$ cat src/rtl/fft_pkg.sv
// ============================================================================
// Module      : fft_pkg
// Description : Shared word-size defaults, butterfly FSM states and the
//               fixed-point saturation helper for the radix-2 FFT datapath.
// Revision    : 1.0 - initial release
// ============================================================================
`default_nettype none

package fft_pkg;

    localparam int WORD_SIZE_DEF = 16;
    localparam int FRACTION_DEF  = 8;

    typedef enum logic [2:0] {
        IDLE = 3'd0,
        M0   = 3'd1,
        M1   = 3'd2,
        M2   = 3'd3,
        M3   = 3'd4,
        ADD  = 3'd5,
        OUT  = 3'd6
    } bfly_state_t;

    // Clamp a wide signed value into the range of a width-bit two's-complement word.
    function automatic logic signed [63:0] sat_clamp(input logic signed [63:0] v,
                                                      input int                 width);
        logic signed [63:0] hi;
        logic signed [63:0] lo;
        hi = (64'sd1 <<< (width - 1)) - 64'sd1;
        lo = -(64'sd1 <<< (width - 1));
        if (v > hi)
            return hi;
        else if (v < lo)
            return lo;
        else
            return v;
    endfunction

endpackage

`default_nettype wire

$ cat src/rtl/fft_butterfly2_if.sv
// ============================================================================
// Module      : fft_butterfly2_if
// Description : Sample, twiddle and result bundle of the radix-2 butterfly.
// Revision    : 1.0 - initial release
// ============================================================================
`default_nettype none

interface fft_butterfly2_if
    import fft_pkg::*;
#(
    parameter int WORD_SIZE = WORD_SIZE_DEF
);

    logic [WORD_SIZE-1:0] i_in0_re;
    logic [WORD_SIZE-1:0] i_in0_im;
    logic [WORD_SIZE-1:0] i_in1_re;
    logic [WORD_SIZE-1:0] i_in1_im;
    logic [WORD_SIZE-1:0] i_twiddle_re;
    logic [WORD_SIZE-1:0] i_twiddle_im;
    logic [WORD_SIZE-1:0] o_out0_re;
    logic [WORD_SIZE-1:0] o_out0_im;
    logic [WORD_SIZE-1:0] o_out1_re;
    logic [WORD_SIZE-1:0] o_out1_im;
    logic                 o_butterfly_done;

    modport master (
        output i_in0_re, i_in0_im, i_in1_re, i_in1_im, i_twiddle_re, i_twiddle_im,
        input  o_out0_re, o_out0_im, o_out1_re, o_out1_im, o_butterfly_done
    );

    modport slave (
        input  i_in0_re, i_in0_im, i_in1_re, i_in1_im, i_twiddle_re, i_twiddle_im,
        output o_out0_re, o_out0_im, o_out1_re, o_out1_im, o_butterfly_done
    );

endinterface

`default_nettype wire

$ cat src/rtl/fft_clk_div.sv
// ============================================================================
// Module      : fft_clk_div
// Description : Free-running 5-bit counter producing the /16 and /32 stage
//               clocks and the once-per-window capture strobe.
// Revision    : 1.0 - initial release
// ============================================================================
`default_nettype none

module fft_clk_div (
    input  wire  i_clk,
    input  wire  i_rst,
    output logic o_capture,
    output logic clk_divided16,
    output logic clk_divided32
);

    logic [4:0] cnt_q;
    logic [4:0] cnt_d;

    assign cnt_d = cnt_q + 5'd1;

    always_ff @(posedge i_clk) begin
        if (i_rst)
            cnt_q <= '0;
        else
            cnt_q <= cnt_d;
    end

    assign clk_divided16 = cnt_q[3];
    assign clk_divided32 = cnt_q[4];
    assign o_capture     = (cnt_q == 5'd0);

endmodule

`default_nettype wire

$ cat src/rtl/fft_butterfly2.sv
// ============================================================================
// Module      : fft_butterfly2
// Description : Radix-2 DIT butterfly, out0 = in0 + W*in1, out1 = in0 - W*in1,
//               one shared multiplier, one butterfly per 32-cycle window.
//               Define BUTTERFLY2_SAT_EN to saturate instead of wrapping.
// Revision    : 1.0 - initial release
// ============================================================================
`default_nettype none

module fft_butterfly2
    import fft_pkg::*;
#(
    parameter int WORD_SIZE = WORD_SIZE_DEF,
    parameter int FRACTION  = FRACTION_DEF
) (
    input  wire                    i_clk,
    input  wire                    i_rst,
    fft_butterfly2_if.slave        bus,
    output logic                   clk_divided16,
    output logic                   clk_divided32
);

    localparam int PW = 2 * WORD_SIZE;

    typedef logic signed [WORD_SIZE-1:0] word_t;
    typedef logic signed [PW-1:0]        prod_t;

    bfly_state_t state_q, state_d;
    logic        w_capture;
    logic        done_q;

    word_t in0_re_q, in0_im_q, in1_re_q, in1_im_q, w_re_q, w_im_q;
    prod_t rr_q, ii_q, ri_q, ir_q;
    word_t sum0_re_q, sum0_im_q, sum1_re_q, sum1_im_q;
    word_t out0_re_q, out0_im_q, out1_re_q, out1_im_q;

    word_t w_mul_a, w_mul_b;
    prod_t w_mul_p;
    logic signed [63:0] w_pre_re, w_pre_im;
    word_t w_p_re, w_p_im;
    word_t w_sum0_re, w_sum0_im, w_sum1_re, w_sum1_im;

    // Reduce a wide signed intermediate to one word: wrap or saturate.
    function automatic word_t fit(input logic signed [63:0] v);
`ifdef BUTTERFLY2_SAT_EN
        logic signed [63:0] c;
        c = sat_clamp(v, WORD_SIZE);
        return c[WORD_SIZE-1:0];
`else
        return v[WORD_SIZE-1:0];
`endif
    endfunction

    fft_clk_div u_clk_div (
        .i_clk         (i_clk),
        .i_rst         (i_rst),
        .o_capture     (w_capture),
        .clk_divided16 (clk_divided16),
        .clk_divided32 (clk_divided32)
    );

    always_ff @(posedge i_clk) begin
        if (i_rst)
            state_q <= IDLE;
        else
            state_q <= state_d;
    end

    always_comb begin
        state_d = state_q;
        case (state_q)
            IDLE:    if (w_capture) state_d = M0;
            M0:      state_d = M1;
            M1:      state_d = M2;
            M2:      state_d = M3;
            M3:      state_d = ADD;
            ADD:     state_d = OUT;
            OUT:     state_d = IDLE;
            default: state_d = IDLE;
        endcase
    end

    // One multiplier, operands steered by the current product state.
    always_comb begin
        w_mul_a = in1_re_q;
        w_mul_b = w_re_q;
        case (state_q)
            M1: begin w_mul_a = in1_im_q; w_mul_b = w_im_q; end
            M2: begin w_mul_a = in1_re_q; w_mul_b = w_im_q; end
            M3: begin w_mul_a = in1_im_q; w_mul_b = w_re_q; end
            default: ;
        endcase
    end

    assign w_mul_p = PW'(w_mul_a) * PW'(w_mul_b);

    always_comb begin
        w_pre_re  = (64'(rr_q) - 64'(ii_q)) >>> FRACTION;
        w_pre_im  = (64'(ri_q) + 64'(ir_q)) >>> FRACTION;
        w_p_re    = fit(w_pre_re);
        w_p_im    = fit(w_pre_im);
        w_sum0_re = fit(64'(in0_re_q) + 64'(w_p_re));
        w_sum0_im = fit(64'(in0_im_q) + 64'(w_p_im));
        w_sum1_re = fit(64'(in0_re_q) - 64'(w_p_re));
        w_sum1_im = fit(64'(in0_im_q) - 64'(w_p_im));
    end

    always_ff @(posedge i_clk) begin
        if (i_rst) begin
            in0_re_q  <= '0; in0_im_q  <= '0;
            in1_re_q  <= '0; in1_im_q  <= '0;
            w_re_q    <= '0; w_im_q    <= '0;
            rr_q      <= '0; ii_q      <= '0;
            ri_q      <= '0; ir_q      <= '0;
            sum0_re_q <= '0; sum0_im_q <= '0;
            sum1_re_q <= '0; sum1_im_q <= '0;
            out0_re_q <= '0; out0_im_q <= '0;
            out1_re_q <= '0; out1_im_q <= '0;
            done_q    <= 1'b0;
        end else begin
            done_q <= 1'b0;
            case (state_q)
                IDLE: begin
                    if (w_capture) begin
                        in0_re_q <= bus.i_in0_re;
                        in0_im_q <= bus.i_in0_im;
                        in1_re_q <= bus.i_in1_re;
                        in1_im_q <= bus.i_in1_im;
                        w_re_q   <= bus.i_twiddle_re;
                        w_im_q   <= bus.i_twiddle_im;
                    end
                end
                M0: rr_q <= w_mul_p;
                M1: ii_q <= w_mul_p;
                M2: ri_q <= w_mul_p;
                M3: ir_q <= w_mul_p;
                ADD: begin
                    sum0_re_q <= w_sum0_re;
                    sum0_im_q <= w_sum0_im;
                    sum1_re_q <= w_sum1_re;
                    sum1_im_q <= w_sum1_im;
                end
                OUT: begin
                    out0_re_q <= sum0_re_q;
                    out0_im_q <= sum0_im_q;
                    out1_re_q <= sum1_re_q;
                    out1_im_q <= sum1_im_q;
                    done_q    <= 1'b1;
                end
                default: ;
            endcase
        end
    end

    assign bus.o_out0_re        = out0_re_q;
    assign bus.o_out0_im        = out0_im_q;
    assign bus.o_out1_re        = out1_re_q;
    assign bus.o_out1_im        = out1_im_q;
    assign bus.o_butterfly_done = done_q;

endmodule

`default_nettype wire

$ cat src/flat_wrapper.sv
// flat-port wrapper written by rule: the top's interface ports become plain ports
module fft_butterfly2_flat import fft_pkg::*;
#(
    parameter int WORD_SIZE = WORD_SIZE_DEF,
    parameter int FRACTION  = FRACTION_DEF
)
  (i_clk, i_rst, clk_divided16, clk_divided32, bus_i_in0_re, bus_i_in0_im, bus_i_in1_re, bus_i_in1_im, bus_i_twiddle_re, bus_i_twiddle_im, bus_o_out0_re, bus_o_out0_im, bus_o_out1_re, bus_o_out1_im, bus_o_butterfly_done);
  fft_butterfly2_if #(.WORD_SIZE(WORD_SIZE)) bus_i ();
  input  wire i_clk;
  input  wire i_rst;
  output logic clk_divided16;
  output logic clk_divided32;
  input wire logic [$bits(bus_i.i_in0_re)-1:0] bus_i_in0_re;
  input wire logic [$bits(bus_i.i_in0_im)-1:0] bus_i_in0_im;
  input wire logic [$bits(bus_i.i_in1_re)-1:0] bus_i_in1_re;
  input wire logic [$bits(bus_i.i_in1_im)-1:0] bus_i_in1_im;
  input wire logic [$bits(bus_i.i_twiddle_re)-1:0] bus_i_twiddle_re;
  input wire logic [$bits(bus_i.i_twiddle_im)-1:0] bus_i_twiddle_im;
  output wire logic [$bits(bus_i.o_out0_re)-1:0] bus_o_out0_re;
  output wire logic [$bits(bus_i.o_out0_im)-1:0] bus_o_out0_im;
  output wire logic [$bits(bus_i.o_out1_re)-1:0] bus_o_out1_re;
  output wire logic [$bits(bus_i.o_out1_im)-1:0] bus_o_out1_im;
  output wire logic [$bits(bus_i.o_butterfly_done)-1:0] bus_o_butterfly_done;
  assign bus_i.i_in0_re = bus_i_in0_re;
  assign bus_i.i_in0_im = bus_i_in0_im;
  assign bus_i.i_in1_re = bus_i_in1_re;
  assign bus_i.i_in1_im = bus_i_in1_im;
  assign bus_i.i_twiddle_re = bus_i_twiddle_re;
  assign bus_i.i_twiddle_im = bus_i_twiddle_im;
  assign bus_o_out0_re = bus_i.o_out0_re;
  assign bus_o_out0_im = bus_i.o_out0_im;
  assign bus_o_out1_re = bus_i.o_out1_re;
  assign bus_o_out1_im = bus_i.o_out1_im;
  assign bus_o_butterfly_done = bus_i.o_butterfly_done;
  fft_butterfly2 #(.WORD_SIZE(WORD_SIZE), .FRACTION(FRACTION)) u_core (.i_clk(i_clk), .i_rst(i_rst), .bus(bus_i), .clk_divided16(clk_divided16), .clk_divided32(clk_divided32));
endmodule
$ cat config.mk
export PLATFORM = sky130hd
export DESIGN_NAME = fft_butterfly2_flat
export DESIGN_NICKNAME = d
export VERILOG_FILES = /design/src/rtl/fft_pkg.sv /design/src/rtl/fft_butterfly2_if.sv /design/src/rtl/fft_clk_div.sv /design/src/rtl/fft_butterfly2.sv /design/src/flat_wrapper.sv
export SDC_FILE = /design/constraint.sdc
export NUM_CORES = 1
export LEC_CHECK = 0
export CELL_PAD_IN_SITES_DETAIL_PLACEMENT = 0
export CELL_PAD_IN_SITES_GLOBAL_PLACEMENT = 1
export CORE_ASPECT_RATIO = 1.5
export CORE_MARGIN = 2
export CORE_UTILIZATION = 30
export CTS_CLUSTER_SIZE = 10
export DETAILED_ROUTE_END_ITERATION = 16
export PLACE_DENSITY_LB_ADDON = 0.1
export SLEW_MARGIN = 30
export SYNTH_ARGS = -nofsm -noshare
export SYNTH_HDL_FRONTEND = slang
export SYNTH_SLANG_ARGS = --single-unit
export TNS_END_PERCENT = 50
$ cat constraint.sdc
create_clock -name i_clk -period 10.8 [get_ports i_clk]
set_input_delay 1.62 -clock i_clk [delete_from_list [all_inputs] [get_ports i_clk]]
set_output_delay 1.62 -clock i_clk [all_outputs]
set_load 0.02 [all_outputs]
# --- Yosys cells after proc, flatten, opt, wreduce, memory -nomap -nowiden ---
# Index checks and enable logic that the tools add are counted.
word_totals:
  reg_bits: 329
  latchBits: 0
  mem_bits_rw: 0
  romBits: 0
  in_bits: 98
  word_cells: 46
  n_memories: 0
op_classes:
  addsub: 7
  mul: 1
  div_mod_pow: 0
  magnitude_cmp: 0
  eq_ne: 7
  shift: 0
  muxes: 5
  n_bitwise: 0
  n_reduce_logical: 5
op_table:
  columns: ["op", "n"]
  rows:
  - ["adder 16 bit", 2]
  - ["two-way mux 16 bit", 2]
  - ["subtractor 16 bit", 2]
  - ["adder 24 bit", 1]
  - ["multiplier 16 x 16 -> 24 bit", 1]
  - ["subtractor 24 bit", 1]
  - ["one-hot mux 3 bit (6 select lines)", 1]
  - ["== test 3 bit, second input constant", 3]
  - ["== test 3 x 2 -> 1 bit, second input constant", 2]
  - ["adder 5 x 1 -> 5 bit, second input constant", 1]
  - ["zero test 5 bit", 1]
  - ["OR reduction 2 bit", 2]
  - ["== test 3 x 1 -> 1 bit, second input constant", 1]
  - ["zero test 3 bit", 1]
  - ["two-way mux 3 bit", 1]
  - ["inequality test 2 bit, second input constant", 1]
  - ["AND reduction 2 bit", 1]
  - ["two-way mux 1 bit", 1]

# --- Logic depth before layout (Yosys ltp) ---
# Gate-level depths: netlist of run 1.
logic_depth:
  ltp_word: 4
  ltp_mapped: 28
  depth_no_buf: 27

# --- Cells and area by module ---
# From an unflattened synthesis of run 1, not the netlist that was laid out.
unflattened:
  cells_unflattened: 2898
  area_unflattened_um2: 23441.2
by_module_without_submodules:
  columns: ["mod", "instances", "cells_each", "area_per_inst_um2", "seq_area_each_um2"]
  rows:
  - ["fft_butterfly2", 1, 2876, 23217.3, 6406.1]
  - ["fft_clk_div", 1, 22, 224.0, 100.1]

# --- Worst setup path after synthesis of run 1 ---
# No wires, ideal clock.
synth_path:
  path_kind: "flip-flop to flip-flop"
  start: "register u_core.state_q[1]"
  end: "register u_core.rr_q[23]"
  t_arrival_ps: 7208
  slack_ps: 3514
  path_stages_with_launch: 27
  n_path_buf: 3
  synth_period_minus_slack_ps: 7286
  path_cell_list: "dfxtp_1 nor2b_1 buf_2 buf_1 clkbuf_1 mux2_2 nand2_1 fa_1 fa_1 fa_1 fa_1 inv_1 fa_1 inv_1 fa_1 inv_1 ha_1 a21o_1 a21oi_1 nor2_1 a211oi_1 o211ai_1 a41oi_1 o21ai_0 xnor2_2 nor2_1 nor3_1"
synth_via:
  elab_chain_cells: 4
  elab_cells_between_ends: 9
synth_rtl:
  columns: ["item", "line", "text"]
  rows:
  - ["from (decl)", "fft_butterfly2.sv:28", "bfly_state_t state_q, state_d;"]
  - ["from (signal assigned)", "fft_butterfly2.sv:66", "state_q <= state_d;"]
  - ["== test 3 x 2 -> 1 bit / == test 3 bit (equally long branches)", "fft_butterfly2.sv:87", "case (state_q)"]
  - ["OR reduction 2 bit (no line)", null, null]
  - ["two-way mux 16 bit", "fft_butterfly2.sv:87", null]
  - ["multiplier 16 x 16 -> 24 bit", "fft_butterfly2.sv:95", "assign w_mul_p = PW'(w_mul_a) * PW'(w_mul_b);"]
  - ["to (signal assigned)", "fft_butterfly2.sv:133", "M0: rr_q <= w_mul_p;"]
  - ["to (decl)", "fft_butterfly2.sv:33", "prod_t rr_q, ii_q, ri_q, ir_q;"]
# Parallel ways exist; a longest one is shown, timed or not.
# A chain may end at the register's enable or synchronous reset.

# --- Final worst setup path of run 1 ---
layout_path:
  start: "register u_core.state_q[2]"
  end: "register u_core.ii_q[23]"
layout_via:
  elab_chain_cells: 4
  elab_cells_between_ends: 8
layout_rtl:
  columns: ["item", "line", "text"]
  rows:
  - ["== test 3 x 2 -> 1 bit, or another cell as far along", "fft_butterfly2.sv:87, fft_butterfly2.sv:122", null]
  - ["OR reduction 2 bit (no line)", null, null]
  - ["two-way mux 16 bit", "fft_butterfly2.sv:87", null]
  - ["multiplier 16 x 16 -> 24 bit", "fft_butterfly2.sv:95", null]
  - ["to (signal assigned)", "fft_butterfly2.sv:134", "M1: ii_q <= w_mul_p;"]
  - ["to (decl)", "fft_butterfly2.sv:33", null]
# Parallel ways exist; a longest one is shown, timed or not.

==> results of run 1 <==
[cell type report]
type,count,area share [%]
inverters,326,4.520
flip-flops and latches,325,24.04
clock buffers,50,4.067
clock inverters,5,0.1479
multi-input cells,2079,55.25
well taps,1008,4.659
repair buffers,199,7.321
[metal layers]
| layer | routed length (um) | GRT usage [%] | part of all wire, % |
|---|---|---|---|
| met5 | 0 | 0 | 0 |
| met4 | 2371 | 6.048 | 3.3 |
| met3 | 1611 | 1.918 | 2.2 |
| met2 | 39700 | 36.89 | 55 |
| met1 | 27960 | 19.22 | 39 |
[cell usage after synthesis, drive strengths merged, types with 10 or more instances]
| cell type | instances |
|---|---|
| nand2b | 20 |
| xor2 | 25 |
| nor3 | 28 |
| clkbuf | 130 |
| a21oi | 325 |
| nand3 | 11 |
| ha | 180 |
| dfxtp | 325 |
| xnor2 | 101 |
| nand2 | 659 |
| a211oi | 43 |
| nor2b | 14 |
| o211ai | 10 |
| inv | 326 |
| mux2 | 26 |
| o21ai | 37 |
| nor2 | 235 |
| a21o | 26 |
| fa | 191 |
| o21bai | 19 |
| mux2i | 30 |
[power groups by stage]
stage	Clock, W	Sequential [W]	Combinational, W
finish	0.00123	0.00136	0.00286
global route	0.00131	0.00137	0.00320
CTS	0.00128	0.00137	0.00292
detailed placement	0	0.00139	0.00291
global placement	0	0.00139	0.00289
floorplan	0	0.00136	0.00209
[per-stage QoR]
step | hold WS [ns] | power (W) | setup slack, ns
2_1_floorplan | 0.4297 | 0.003443 | 3.514
3_3_place_gp | 0.4387 | 0.004277 | 2.568
3_5_place_dp | 0.4453 | 0.004300 | 2.499
4_1_cts | 0.4477 | 0.005561 | 2.450
5_1_grt | 0.4546 | 0.005886 | 1.996
6_report | 0.4502 | 0.005447 | 2.530
[cell families after synthesis]
| group | Yosys count | synth area share (%) |
|---|---|---|
| AO/OA/AOI/OAI | 509 | 12.90 |
| XOR/XNOR | 128 | 4.988 |
| adder cells (fa/ha/maj) | 371 | 26.22 |
| buffers and inverters | 465 | 7.607 |
| flip-flops | 325 | 28.07 |
| multiplexers | 56 | 2.559 |
| AND/OR/NAND/NOR | 1015 | 17.65 |
[flip-flops by register name, summed over array words and instances, names as in the netlist, 5 cells and up]
signal,flops
u_core.sum1_re_q,15
u_core.ri_q,24
u_core.u_clk_div.cnt_q,5
u_core.sum1_im_q,16
u_core.bus.o_out1_re,16
u_core.rr_q,24
u_core.in1_re_q,16
u_core.bus.o_out1_im,16
u_core.in1_im_q,16
u_core.ii_q,24
u_core.ir_q,24
u_core.bus.o_out0_re,15
u_core.bus.o_out0_im,15
u_core.in0_im_q,16
u_core.sum0_re_q,16
u_core.w_im_q,16
u_core.w_re_q,16
u_core.in0_re_q,16
u_core.sum0_im_q,15
[critical path: stages, from the launching register on]
cell and delay (ns):
dfxtp_1 0.52, nand2b_2 0.15, a21oi_4 0.72, buf_4 0.32, mux2i_1 0.60, nor2_1 0.16, fa_1 0.55, inv_1 0.05
fa_1 0.40, fa_1 0.52, fa_1 0.54, inv_1 0.05, fa_1 0.47, inv_1 0.04, fa_1 0.47, inv_1 0.04
ha_1 0.32, a21o_1 0.19, a21oi_1 0.27, nor2_1 0.07, a211oi_1 0.48, o211ai_1 0.22, a41oi_1 0.32, o21ai_0 0.20
xnor2_2 0.23, nor2_1 0.07, nor3_1 0.18
[how the worst max path moves through the flow]
stage                              startpoint                      endpoint  slack (ns)  cells past startpoint
2_1_floorplan  u_core.state_q[1]$_SDFFE_PP0P_  u_core.rr_q[23]$_SDFFE_PP0P_        3.51                     26
3_3_place_gp   u_core.state_q[2]$_SDFFE_PP0P_  u_core.ri_q[23]$_SDFFE_PP0P_        2.57                     26
3_5_place_dp   u_core.state_q[2]$_SDFFE_PP0P_  u_core.ri_q[23]$_SDFFE_PP0P_        2.50                     26
4_1_cts        u_core.state_q[2]$_SDFFE_PP0P_  u_core.ii_q[23]$_SDFFE_PP0N_        2.45                     26
5_1_grt        u_core.state_q[2]$_SDFFE_PP0P_  u_core.rr_q[23]$_SDFFE_PP0P_        2.00                     26
6_report       u_core.state_q[2]$_SDFFE_PP0P_  u_core.ii_q[23]$_SDFFE_PP0N_        2.53                     26
==> out/qor.yml, run 1 <==
timing.critical_path.from_type: "register"
numCtsBuffers: 40
antenna_found_initial: 0
wl_per_cell_um: 17.95
die_x_um: 230.9
final.setup.tns_ns: 0
ys_seq_elements: 325
yosysTopAreaCellShare_pct: 28.07
core_area_um2: 76330
drcViolationCount: 0
power.internal_w: 0.003099
ant_nets: 0
sw_frac_of_total_pct: 43.11
crit_fanout: 24
avgSynthCellArea_um2: 8.078
cts.sinks: 325
final_common_cell: "nand2_1"
hold_violations: 0
dp_cells: 3934
start_util_pct: 30.36
skew_ns: 0.02754
ir_drop_v: 0.0001070
seq_power_share_pct: 25.0
synthTopCellsByArea: "dfxtp_1, fa_1, nand2_1"
fin_crit_ns: 8.270
leakagePower_nw: 11.10
hold_depth: 2
fill_cells: 8075
htreeDepth: 2
p_comb_share_pct: 52.4
synthFlopType: "dfxtp_1"
synth_area_um2: 23180
cts_buffer_depth: 3
cts-root-buf: "clkbuf_16"
wirelength_um: 71640
min_period_over_period_pct: 76.57
p_sw_w: 0.002348
slew_headroom_pct: 31.36
status: "finished clean"
hold_class: "reg -> reg"
seq_area_frac_synth_pct: 28.07
seqCellArea_um2: 6506
synth_warnings: 0
p_per_area_nw_per_um2: 201.2
grt-ovfl-total: 0
placed_cell_area_um2: 25850
critical_path_class: "reg -> reg"
final_cell_mix: "nand2_1, inv_1, dfxtp_1"
rr_startpoint: "u_core.state_q[2]$_SDFFE_PP0P_"
pwr-share-clk_pct: 22.5
clk_pin_slew_ns: 0.05
grt_max_degree: 176
io_pins: 165
worst_setup_path_end_kind: "register"
grt_setup_unrepaired: "no"
ys_types: 65
die_y_um: 344.4
die_area_um2: 79540
dr.pass1.iters: 4
postCtsHoldBufs: 0
rr_worst_depth: 26
async_reset_ff_share_pct: 0
cap_violations: 0
ff2ff_setup_slack_ns: 2.53
post-route-cell-area_um2: 27070
max_freq_mhz: 120.9
grt_pass1_wl_um: 112400
antennaDiodeCount: 0
clk_latency_ns: 0.57
finalNonFillerCells: 3992
setup_viol: 0
syn_to_final_growth_pct: 16.80
drive_gt1_share_pct: 4.692
multi_input_area_um2: 14960
cts_tree: "built"
syn_nets: 3338
routabilityCongestion: 0.8685
vias_per_cell: 4.675
syn_inst: 2869
track_usage_pct: 18.22
drtIter0Drc: 681
timing.rr.end: "u_core.ii_q[23]$_SDFFE_PP0N_"
num_rows: 124
synth-edff-count: 0
crit_required_ns: 11.27
grt_pass1_vias: 19684
cts_resized: 0
min_from: "u_core.sum0_re_q[3]$_SDFFE_PP0P_"
synth_area_leader_cell: "dfxtp_1"
postCtsSetupBuffers: 0
numPortBuffers: 164
nets: 3440
min_to: "u_core.sum0_re_q[3]$_SDFFE_PP0P_"
critPathArrivalTime_ns: 8.74
vias: 18661
worst_slew_pin_slew_ns: 1.030
dpl.hpwl_um: 56240
final_core_util_pct: 35.46
final_max_slew_viol_count: 0
No activity file was read; power rests on OpenSTA's default activity.
==> run 2, diff against run 1 <==
clock period = 7.9 ns   (was 10.8 ns; I/O delays follow)
==> run 2 against run 1 <==
  * Worst setup slack got worse by 1.9 ns
  * Clock-buffer cell count stayed put
  * Global-route usage rose by 0.35 points
  * Maximum frequency grew 13%
  * Die area unchanged
  * Register-to-register slack worse by 1.9 ns
  * Sequential power is 37% higher
  * Power increased by 39%
  * Critical path depth is the same
==> out/qor.yml, run 2 (synthesis results as in run 1) <==
status: "finished clean"
dr.pass1.iters: 4
cts-root-buf: "clkbuf_16"
crit_fanout: 13
p_sw_w: 0.003267
seq_power_share_pct: 24.6
vias: 18602
htreeDepth: 2
cts.sinks: 325
dpl.hpwl_um: 58400
core_area_um2: 76330
fill_cells: 8213
cap_violations: 0
critical_path_class: "reg -> reg"
drcViolationCount: 0
hold_violations: 0
p_per_area_nw_per_um2: 277.9
post-route-cell-area_um2: 27270
min_period_over_period_pct: 92.24
syn_to_final_growth_pct: 17.68
fin_crit_ns: 7.287
grt_setup_unrepaired: "no"
cts_tree: "built"
placed_cell_area_um2: 25970
hold_class: "reg -> reg"
skew_ns: 0.02998
die_area_um2: 79540
die_y_um: 344.4
wl_per_cell_um: 18.12
critPathArrivalTime_ns: 7.78
power.internal_w: 0.004311
cpMaxStageDelayCell: "mux2i_1"
cts_buffer_depth: 3
drtIter0Drc: 618
wirelength_um: 72790
clk_pin_slew_ns: 0.06
num_rows: 124
die_x_um: 230.9
finalNonFillerCells: 4017
grt_max_degree: 176
drive_gt1_share_pct: 5.517
slew_headroom_pct: 36.78
final.setup.tns_ns: 0
pwr-share-clk_pct: 23.1
io_pins: 165
ir_drop_v: 0.0001532
antenna_found_initial: 0
vias_per_cell: 4.631
fin_ws_ns: 0.6130
routabilityCongestion: 0.8610
timing.critical_path.from_type: "register"
max_freq_mhz: 137.2
dp_cells: 3952
track_usage_pct: 18.57
p_comb_share_pct: 52.3
start_util_pct: 30.36
setup_viol: 0
final_core_util_pct: 35.73
final_cell_mix: "nand2_1, inv_1, dfxtp_1"
sw_frac_of_total_pct: 43.11
worst_slew_pin_slew_ns: 0.9483
numPortBuffers: 164
cp_common_cell: "fa_1"
critPathMaxStageDelay_ns: 0.70
leakagePower_nw: 11.24
numCtsBuffers: 41
grt-ovfl-total: 0
worst_setup_path_end_kind: "register"
final_max_slew_viol_count: 0
grt_pass1_vias: 19761
place_ws_ns: 0.3742
clk_latency_ns: 0.58
crit_family: "adder cells"
ant_nets: 0
antennaDiodeCount: 0
nets: 3463
final_common_cell: "nand2_1"
path_buf_inv: 6
crit_required_ns: 8.39
grt_pass1_wl_um: 114100
-- run 2: cell count changes in the layout (fill, tap and decap cells not counted), sizes merged --
| cell | delta |
|---|---|
| inv | +4 |
| clkinv | -2 |
| buf | +22 |
| bufinv | +1 |
-- run 2: stage by stage --
step / hold WS, ns / total power (W)
2_1_floorplan: 0.4297 / 0.004707
3_3_place_gp: 0.4415 / 0.005889
3_5_place_dp: 0.4459 / 0.005923
4_1_cts: 0.4532 / 0.007721
5_1_grt: 0.4639 / 0.008204
6_report: 0.4498 / 0.007578
-- run 2: area by class of cell --
class	count	area, um^2	share of cell area [%]
Timing Repair Buffer	221	2140	7.845
Clock buffer	50	1110	4.069
Sequential cell	325	6506	23.86
Tap cell	1008	1261	4.624
Multi-Input combinational cell	2079	14940	54.78
Clock inverter	8	91.34	0.3349
Inverter	326	1224	4.487
-- run 2: final timing paths --
| kind | startpoint | to | slack, ns | depth (start not counted) |
|---|---|---|---|---|
| worst max register to register | u_core.state_q[1]$_SDFFE_PP0P_ | u_core.rr_q[23]$_SDFFE_PP0P_ | 0.61 | 26 |
| worst min register to register | u_core.sum0_im_q[13]$_SDFFE_PP0P_ | u_core.sum0_im_q[13]$_SDFFE_PP0P_ | 0.45 | 2 |
| worst max-delay path | u_core.state_q[1]$_SDFFE_PP0P_ | u_core.rr_q[23]$_SDFFE_PP0P_ | 0.61 | 26 |
| worst min-delay path | u_core.sum0_im_q[13]$_SDFFE_PP0P_ | u_core.sum0_im_q[13]$_SDFFE_PP0P_ | 0.45 | 2 |
-- run 2: repair_timing --
item,4_1_cts,5_1_grt
hold buffers,0,0
gates resized for setup,0,1
endpoints found under the setup margin,0,4
buffers inserted,0,5
-- run 2: layer usage --
layer | part of all wire, % | GRT usage, % | vias up
met4 | 3.2 | 6.196 | 0
met1 | 39 | 19.48 | 8849
met2 | 56 | 37.82 | 272
met3 | 2.4 | 1.827 | 84
li1 | - | - | 9397
met5 | 0 | 0 | -
-- run 2: power groups by stage --
stage / clock network [W] / logic [W] / registers [W]
3_5_place_dp: 0 / 0.00402 / 0.00191
2_1_floorplan: 0 / 0.00285 / 0.00185
6_report: 0.00175 / 0.00396 / 0.00187
5_1_grt: 0.00188 / 0.00445 / 0.00188
3_3_place_gp: 0 / 0.00399 / 0.00190
4_1_cts: 0.00182 / 0.00403 / 0.00187
-- run 2: tightest hold or removal path: cells and delay by family, from the launching register on --
kind / cells / cell delay (ns)
DFF: 1 / 0.30
and+or+nand+nor: 1 / 0.05
AOI/OAI and AO/OA: 1 / 0.05
==> run 3, diff against run 2 <==
ABC_CLOCK_PERIOD_IN_PS = 7900   (was not set)
CTS_BUF_LIST = sky130_fd_sc_hd__clkbuf_4 sky130_fd_sc_hd__clkbuf_8   (was not set)
==> run 3 against run 2 <==
  * Combinational power barely moved
  * Largest cell class unchanged
  * Wire length about the same
  * Sequential cell count unchanged
  * Non-clock buffer count unchanged
  * Highest routed layer unchanged
  * Hold slack gained 0.0012 ns
  * Global-route usage about the same
==> out/qor.yml, run 3 (synthesis results as in run 1) <==
hold_class: "reg -> reg"
grt_setup_unrepaired: "no"
drtIter0Drc: 565
placed_cell_area_um2: 25970
dpl.hpwl_um: 58400
grt_pass1_wl_um: 114500
crit_family: "adder cells"
grt-ovfl-total: 0
dr.pass1.iters: 4
cpMaxStageDelayCell: "mux2i_1"
p_sw_w: 0.003259
wl_per_cell_um: 17.93
die_area_um2: 79540
drcViolationCount: 0
crit_fanout: 13
cts_tree: "built"
worst_slew_pin_slew_ns: 0.9523
numCtsBuffers: 56
clk_pin_slew_ns: 0.06
timing.critical_path.from_type: "register"
vias: 18769
final_max_slew_viol_count: 0
grt_max_degree: 176
clk_latency_ns: 0.68
p_per_area_nw_per_um2: 279.2
fin_crit_ns: 7.277
io_pins: 165
die_x_um: 230.9
final_common_cell: "nand2_1"
htreeDepth: 2
crit_required_ns: 8.47
leakagePower_nw: 11.35
post-route-cell-area_um2: 27440
power_w: 0.007663
min_period_over_period_pct: 92.12
ant_nets: 0
core_area_um2: 76330
ir_drop_v: 0.0001389
start_util_pct: 30.36
final.setup.tns_ns: 0
critical_path_class: "reg -> reg"
numPortBuffers: 164
slew_headroom_pct: 36.51
skew_ns: 0.03686
syn_to_final_growth_pct: 18.41
path_buf_inv: 6
seq_power_share_pct: 24.4
drive_gt1_share_pct: 7.040
critical_path.cell_chain: "nor2b_4 > buf_4 > buf_4 > mux2i_1 > nor2_1 > fa_1 > inv_1 > fa_1 > inv_1 > fa_1 > inv_1 > fa_1 > fa_1 > inv_1 > fa_1 > xor2_1 > xnor2_1 > xnor2_1 > xnor2_1 > xnor2_1 > xnor3_1 > xnor2_2 > nor2_1 > nor3_1"
cts.sinks: 325
critPathArrivalTime_ns: 7.85
die_y_um: 344.4
track_usage_pct: 18.59
cap_violations: 0
vias_per_cell: 4.619
hold_violations: 0
grt_pass1_vias: 19976
cts-root-buf: "clkbuf_8"
antenna_found_initial: 1
pwr-share-clk_pct: 24.1
cts_buffer_depth: 3
num_rows: 124
worst_setup_path_end_kind: "register"
postCtsHoldBufs: 0
setup_viol: 0
power.internal_w: 0.004403
nets: 3478
final_core_util_pct: 35.95
wirelength_um: 72830
cp_common_cell: "fa_1"
max_freq_mhz: 137.4
final_cell_mix: "nand2_1, inv_1, dfxtp_1"
status: "finished clean"
routabilityCongestion: 0.8610
critPathMaxStageDelay_ns: 0.78
p_comb_share_pct: 51.6
sw_frac_of_total_pct: 42.53
-- run 3: changes by cell type in the layout (fill, tap and decap cells not counted), moves of 2 or more --
cell        previous run  this run
clkbuf_8               5        73
clkbuf_1               4         0
bufinv_16              1         6
clkinvlp_4             0         2
clkbuf_4               0        19
clkbuf_16             41         0
inv_6                  3         0
-- run 3: per-stage QoR --
step / hold WS (ns) / cells / setup WS, ns
detailed placement: 0.4459 / 3952 / 0.3742
floorplan: 0.4297 / 2869 / 0.6137
finish: 0.4510 / 4063 / 0.6226
global placement: 0.4415 / 3952 / 0.4660
global route: 0.4650 / 4063 / 0.1259
CTS: 0.4513 / 4055 / 0.3238
-- run 3: layer usage --
metal / vias up / share of wire, % / global-route usage, %
met1: 8939 / 38 / 19.33
met3: 97 / 2.4 / 1.984
met5: - / 0 / 0
met4: 0 / 3.4 / 6.465
met2: 277 / 56 / 37.82
li1: 9456 / - / -
-- run 3: area by class of cell --
type | count | area [um^2]
antenna | 1 | 2.502
multi-input combinational | 2079 | 14940
fill | 8221 | 48890
timing repair buffer | 221 | 2140
clock buffer | 92 | 1147
sequential | 325 | 6506
inverter | 326 | 1224
tap | 1008 | 1261
clock inverter | 11 | 221.5
-- run 3: worst register-to-register path, stage by stage (launching register included) --
cell     delay, ns
dfxtp_1       0.45
nor2b_4       0.30
buf_4         0.20
buf_4         0.25
mux2i_1       0.79
nor2_1        0.15
fa_1          0.56
inv_1         0.05
fa_1          0.54
inv_1         0.05
fa_1          0.48
inv_1         0.05
fa_1          0.47
fa_1          0.49
inv_1         0.05
fa_1          0.37
xor2_1        0.26
xnor2_1       0.18
xnor2_1       0.16
xnor2_1       0.18
xnor2_1       0.15
xnor3_1       0.53
xnor2_2       0.27
nor2_1        0.07
nor3_1        0.17
-- run 3: power by group through the flow --
stage | combinational, W | clock, W | sequential [W]
5_1_grt | 0.00444 | 0.00198 | 0.00188
6_report | 0.00395 | 0.00184 | 0.00187
3_3_place_gp | 0.00399 | 0 | 0.00190
2_1_floorplan | 0.00285 | 0 | 0.00185
3_5_place_dp | 0.00402 | 0 | 0.00191
4_1_cts | 0.00403 | 0.00191 | 0.00187
-- run 3: final timing paths --
| check | start | end | slack (ns) | cells after the start |
|---|---|---|---|---|
| max reg2reg | u_core.state_q[1]$_SDFFE_PP0P_ | u_core.ii_q[23]$_SDFFE_PP0N_ | 0.62 | 24 |
| max | u_core.state_q[1]$_SDFFE_PP0P_ | u_core.ii_q[23]$_SDFFE_PP0N_ | 0.62 | 24 |
| min | u_core.sum0_im_q[14]$_SDFFE_PP0P_ | u_core.bus.o_out0_im[14]$_SDFFE_PP0P_ | 0.45 | 2 |
| min reg2reg | u_core.sum0_im_q[14]$_SDFFE_PP0P_ | u_core.bus.o_out0_im[14]$_SDFFE_PP0P_ | 0.45 | 2 |
-- run 3: repair_timing --
action / CTS / global route
resized for setup: 0 / 1
setup buffers: 0 / 5
setup endpoints to repair: 0 / 4
